**src/rtl/ifid_pipe_pkg.sv**
```systemverilog
// Shared definitions for the IF/ID pipeline register: occupancy encodings
// and the register-field positions decoded from the held instruction.
package ifid_pipe_pkg;

    typedef enum logic [1:0] {
        OCC_EMPTY = 2'd0,
        OCC_ONE   = 2'd1,
        OCC_TWO   = 2'd2
    } occ_e;

    localparam int RS_HI = 25;
    localparam int RS_LO = 21;
    localparam int RT_HI = 20;
    localparam int RT_LO = 16;

endpackage

```
**src/rtl/ifid_entry.sv**
```systemverilog
// One registered pc/inst/valid slot. Clear wins over load; a cleared slot
// holds pc 0 and the NOP encoding so idle outputs are well defined.
module ifid_entry #(
    parameter int                PC_W     = 8,
    parameter int                INST_W   = 32,
    parameter logic [INST_W-1:0] NOP_INST = {INST_W{1'b0}}
) (
    input  logic              clk,
    input  logic              rst_n,
    input  logic              clear,
    input  logic              load,
    input  logic [PC_W-1:0]   d_pc,
    input  logic [INST_W-1:0] d_inst,
    output logic              q_valid,
    output logic [PC_W-1:0]   q_pc,
    output logic [INST_W-1:0] q_inst
);

    logic              valid_r;
    logic [PC_W-1:0]   pc_r;
    logic [INST_W-1:0] inst_r;

    // Slot storage: async reset, clear has priority over load.
    always_ff @(posedge clk or negedge rst_n) begin
        if (!rst_n) begin
            valid_r <= 1'b0;
            pc_r    <= {PC_W{1'b0}};
            inst_r  <= NOP_INST;
        end else if (clear) begin
            valid_r <= 1'b0;
            pc_r    <= {PC_W{1'b0}};
            inst_r  <= NOP_INST;
        end else if (load) begin
            valid_r <= 1'b1;
            pc_r    <= d_pc;
            inst_r  <= d_inst;
        end else begin
            valid_r <= valid_r;
            pc_r    <= pc_r;
            inst_r  <= inst_r;
        end
    end

    assign q_valid = valid_r;
    assign q_pc    = pc_r;
    assign q_inst  = inst_r;

endmodule

```
**src/rtl/ifid_pipe.sv**
```systemverilog
// IF/ID pipeline register with a one-entry skid buffer, load-use hold,
// bubble insertion and flush. Head slot drives decode; skid catches overflow.
module ifid_pipe
    import ifid_pipe_pkg::*;
#(
    parameter int                PC_W     = 8,
    parameter int                INST_W   = 32,
    parameter logic [INST_W-1:0] NOP_INST = {INST_W{1'b0}}
) (
    input  logic              clk,
    input  logic              rst_n,
    input  logic              in_valid,
    output logic              in_ready,
    input  logic [PC_W-1:0]   in_pc,
    input  logic [INST_W-1:0] in_inst,
    input  logic              flush,
    input  logic              bubble,
    input  logic              out_ready,
    output logic              out_valid,
    output logic [PC_W-1:0]   out_pc,
    output logic [INST_W-1:0] out_inst,
    output logic [4:0]        out_rs,
    output logic [4:0]        out_rt,
    output logic [1:0]        occ
);

    occ_e              state_r;
    occ_e              state_nxt_s;
    logic              in_ready_r;
    logic              accept_s;
    logic              pop_s;
    logic              head_load_s;
    logic              head_clear_s;
    logic              skid_load_s;
    logic              skid_clear_s;
    logic [PC_W-1:0]   head_d_pc_s;
    logic [INST_W-1:0] head_d_inst_s;
    logic              skid_valid_s;
    logic [PC_W-1:0]   skid_pc_s;
    logic [INST_W-1:0] skid_inst_s;

    assign in_ready = in_ready_r & ~flush & ~bubble;
    assign accept_s = in_valid & in_ready;
    assign pop_s    = out_valid & out_ready;

    // Slot controls and occupancy next state; flush beats bubble beats normal flow.
    always_comb begin
        head_load_s   = 1'b0;
        head_clear_s  = 1'b0;
        skid_load_s   = 1'b0;
        skid_clear_s  = 1'b0;
        head_d_pc_s   = in_pc;
        head_d_inst_s = in_inst;
        state_nxt_s   = state_r;
        if (flush) begin
            head_clear_s = 1'b1;
            skid_clear_s = 1'b1;
            state_nxt_s  = OCC_EMPTY;
        end else if (bubble) begin
            // The NOP keeps the head's pc; a held head is left untouched.
            if (pop_s || !out_valid) begin
                head_load_s   = 1'b1;
                head_d_pc_s   = out_pc;
                head_d_inst_s = NOP_INST;
            end else begin
                head_load_s = 1'b0;
            end
            if (state_r == OCC_EMPTY) begin
                state_nxt_s = OCC_ONE;
            end else begin
                state_nxt_s = state_r;
            end
        end else begin
            if (pop_s && skid_valid_s) begin
                head_load_s   = 1'b1;
                head_d_pc_s   = skid_pc_s;
                head_d_inst_s = skid_inst_s;
                skid_clear_s  = 1'b1;
            end else if (accept_s && (pop_s || !out_valid)) begin
                head_load_s = 1'b1;
            end else if (accept_s) begin
                skid_load_s = 1'b1;
            end else if (pop_s) begin
                head_clear_s = 1'b1;
            end else begin
                head_load_s = 1'b0;
            end
            case (state_r)
                OCC_EMPTY: state_nxt_s = accept_s ? OCC_ONE : OCC_EMPTY;
                OCC_ONE: begin
                    if (accept_s && !pop_s) begin
                        state_nxt_s = OCC_TWO;
                    end else if (pop_s && !accept_s) begin
                        state_nxt_s = OCC_EMPTY;
                    end else begin
                        state_nxt_s = OCC_ONE;
                    end
                end
                OCC_TWO:   state_nxt_s = pop_s ? OCC_ONE : OCC_TWO;
                default:   state_nxt_s = OCC_EMPTY;
            endcase
        end
    end

    // Occupancy state and registered ready (ready means skid will be empty).
    always_ff @(posedge clk or negedge rst_n) begin
        if (!rst_n) begin
            state_r    <= OCC_EMPTY;
            in_ready_r <= 1'b1;
        end else begin
            state_r    <= state_nxt_s;
            in_ready_r <= (state_nxt_s != OCC_TWO);
        end
    end

    ifid_entry #(.PC_W(PC_W), .INST_W(INST_W), .NOP_INST(NOP_INST)) u_head (
        .clk     (clk),
        .rst_n   (rst_n),
        .clear   (head_clear_s),
        .load    (head_load_s),
        .d_pc    (head_d_pc_s),
        .d_inst  (head_d_inst_s),
        .q_valid (out_valid),
        .q_pc    (out_pc),
        .q_inst  (out_inst)
    );

    ifid_entry #(.PC_W(PC_W), .INST_W(INST_W), .NOP_INST(NOP_INST)) u_skid (
        .clk     (clk),
        .rst_n   (rst_n),
        .clear   (skid_clear_s),
        .load    (skid_load_s),
        .d_pc    (in_pc),
        .d_inst  (in_inst),
        .q_valid (skid_valid_s),
        .q_pc    (skid_pc_s),
        .q_inst  (skid_inst_s)
    );

    assign out_rs = out_inst[RS_HI:RS_LO];
    assign out_rt = out_inst[RT_HI:RT_LO];
    assign occ    = state_r;

endmodule

```
**config.mk**
```make
export PLATFORM = sky130hd
export DESIGN_NAME = ifid_pipe
export DESIGN_NICKNAME = d
export VERILOG_FILES = /design/src/rtl/ifid_pipe_pkg.sv /design/src/rtl/ifid_entry.sv /design/src/rtl/ifid_pipe.sv
export SDC_FILE = /design/constraint.sdc
export NUM_CORES = 1
export LEC_CHECK = 0
export CORE_UTILIZATION = 37
export DETAILED_ROUTE_END_ITERATION = 16
export SYNTH_ARGS = -nofsm -noshare
export SYNTH_HDL_FRONTEND = slang
export SYNTH_SLANG_ARGS = --single-unit
```
**constraint.sdc**
```tcl
create_clock -name clk -period 4 [get_ports clk]
set_input_delay 0.8 -clock clk [delete_from_list [all_inputs] [get_ports clk]]
set_output_delay 0.8 -clock clk [all_outputs]
set_load 0.05 [all_outputs]
```
==> results.yml <==
setup_path:
  critPathKind: "in2out"
  crit_path_end_kind: "primary output"
  worstPathMaxFanout: 7
  required_ns: 3.20
  startpoint_type: "input port"
  arrival_ns: 2.55
die:
  die_x_um: 102.5
  die_h_um: 102.5
  ios: 100
  coreArea_um2: 9774
  rows: 36
  fp.dieArea_um2: 10510
  start_util: 0.3826
routing:
  wl_per_cell_um: 18.41
  wl_um: 9334
  postRouteAntennaNets: 0
  dr.first_iter.drc_count: 101
  routed_via_density: 5.497
  first_pass_iters: 7
  post-route-drc-count: 0
  dr_total_vias: 2787
logic_synthesis:
  yosysSeqAreaShare: 0.5691
  ys_types: 37
  syn_area_um2: 3740
  yosysTopAreaCell: "dfrtp_1"
  yosysWarnings: 0
  ys_ff_latch: 85
  synth-edff-count: 0
  ys.flop_type: "dfrtp_1"
  netlist_instances: 284
  synth_top_cell_area_share: 0.5621
  async_reset_ff_frac: 1.000
  synthTopCellsByArea: "dfrtp_1 (56%), a22o_1 (9.4%), o2bb2ai_1 (9.4%), a22oi_1 (4.4%), a22oi_2 (3.3%)"
  synth_area_per_cell_um2: 13.17
  syn_nets: 332
global_route:
  track_usage: 0.1859
  grt_max_degree: 86
  grt_overflow: 0
  grt_pass1_wl_um: 14700
  antenna_found_initial: 0
  first_global_vias: 2809
cts:
  clock_sinks: 85
  clock_path_buffers: 2
  cts_tree: "yes"
  h-tree-depth: 3
  postCtsSetupBuffers: 0
  post_cts_resized: 0
  clk_pin_slew_ns: 0.09
  cts_root_buf: "clkbuf_8"
  postCtsHoldBufs: 0
  clock_insertion_delay_worst_skew_ns: 0.35
  cts_buffers: 9
layout:
  ff_latch_area_um2: 2128
  multi_input_area_um2: 1379
  final_nets: 417
  areaGrowthSynthToFinish_pct: 32.62
  drive_gt1_frac: 0.1230
  final_util: 0.5074
  num_antenna_cells: 0
  fillers: 875
pwr:
  power_density_nw_per_um2: 392.3
  p_leak_nw: 2.079
  ir_worst_vdd_uv: 213.8
sta:
  rsz0062_at_grt: "false"
  final.setup.tns_ns: 0
  relSlewSlack: 0.2870
  whs_ns: 0.4943
  worstMarginPinSlew_ns: 1.070
  finalMaxSlewViolations: 0
  hold_viol_final: 0
  fin_skew_ns: 0.01625
  max_freq_mhz: 298.8
  period_needed_ns: 3.347
  period_share: 0.8368
  setup_viol: 0
  fin_ws_ns: 0.6528
outcome:
  status: "completed"
placement:
  dpl.hpwl_um: 5660
  gp_congestion: 0.7951
  io_buffers: 99
  pre_cts_ws_ns: 0.6377
min_path:
  holdCritPathClass: "reg2reg"
job:
  drv_cap: 0
-- synthesized netlist by cell type (2+ instances only) --
library cell  count
o2bb2ai_1        40
mux2i_1           8
nor2b_1           2
or3_1             2
a21oi_1           4
nor2_2            2
nand3b_1          2
buf_6             4
dfrtp_1          84
buf_2            17
a22oi_1          22
nor2_1            2
buf_4            12
a22oi_2          10
a22o_1           40
ha_1              2
nand2b_1          6
inv_1             6
-- flip-flops by register name (all words and copies together) (netlist names) --
name	cells
occ	2
u_head.q_valid	1
u_skid.q_inst	32
u_skid.q_valid	1
u_head.q_pc	8
u_skid.q_pc	8
in_ready_r	1
u_head.q_inst	32
-- layout by cell type, fill, tap and decap left out, types with 2 or more instances in the layout --
| master | n |
|---|---|
| or3_1 | 2 |
| ha_1 | 2 |
| o2bb2ai_1 | 40 |
| a22oi_1 | 22 |
| inv_1 | 6 |
| buf_4 | 10 |
| nand3b_1 | 2 |
| clkbuf_8 | 11 |
| a21oi_1 | 4 |
| a22oi_2 | 10 |
| clkinv_2 | 2 |
| nand2b_1 | 6 |
| dfrtp_1 | 84 |
| nor2_1 | 2 |
| a22o_1 | 40 |
| clkdlybuf4s50_1 | 98 |
| mux2i_1 | 8 |
-- critical path, stage by stage --
cell             delay, ns
clkdlybuf4s50_1       0.50
or2_2                 0.36
nor2_1                0.09
clkdlybuf4s50_1       0.80
-- per-layer routing --
layer	vias to the layer above	part of all wire	wire length, um	track usage
met5	-	0	0	0
met4	0	0.011	102	0.06703
met3	10	0.049	457	0.04271
met2	93	0.47	4405	0.2918
met1	1418	0.47	4368	0.2528
li1	1266	-	-	-
-- kinds of logic (layout without fill, tap and decap cells) --
group,Yosys count,count (layout),share of synthesized area
buffers and inverters,40,130,0.06591
AO/OA/AOI/OAI,123,123,0.2871
AND/OR/NAND/NOR,26,26,0.04985
flip-flops,85,85,0.5691
adder cells (fa/ha/maj),2,2,0.006690
multiplexers,8,8,0.02141
-- path summary, 6_finish.rpt --
check                            startpoint           endpoint  slack (ns)  depth (start not counted)
max                                  bubble           in_ready        0.65                          4
min                        u_head.q_inst[3]   u_head.q_inst[3]        0.49                          1
max reg2reg                  u_head.q_valid     u_head.q_pc[2]        1.88                          6
min reg2reg                u_head.q_inst[3]   u_head.q_inst[3]        0.49                          1
max in group asynchronous             rst_n     u_skid.q_pc[4]        2.67                          1
min in group asynchronous             rst_n  u_skid.q_inst[24]        0.63                          1
-- final cells by class --
class,count,area share
clock inverter,5,0.01135
sequential,85,0.4291
timing repair buffer,108,0.2129
tap,133,0.03355
clock buffer,11,0.03052
inverter,6,0.004541
multi-input combinational,159,0.2780
-- per-stage QoR --
step | instances | power, W | cell area (um2)
3_5_place_dp | 491 | 0.001325 | 4752
6_report | 507 | 0.001946 | 4960
4_1_cts | 507 | 0.001964 | 4960
3_3_place_gp | 491 | 0.001324 | 4752
2_1_floorplan | 284 | 0.001163 | 3740
5_1_grt | 507 | 0.002023 | 4960
-- power by group --
| group | switching (W) | internal, W |
|---|---|---|
| Clock | 0.000316 | 0.000323 |
| Combinational | 0.000242 | 0.000145 |
| Sequential | 0.0000265 | 0.000893 |
| Total | 0.000584 | 0.00136 |
No activity file was read; power rests on OpenSTA's default activity.
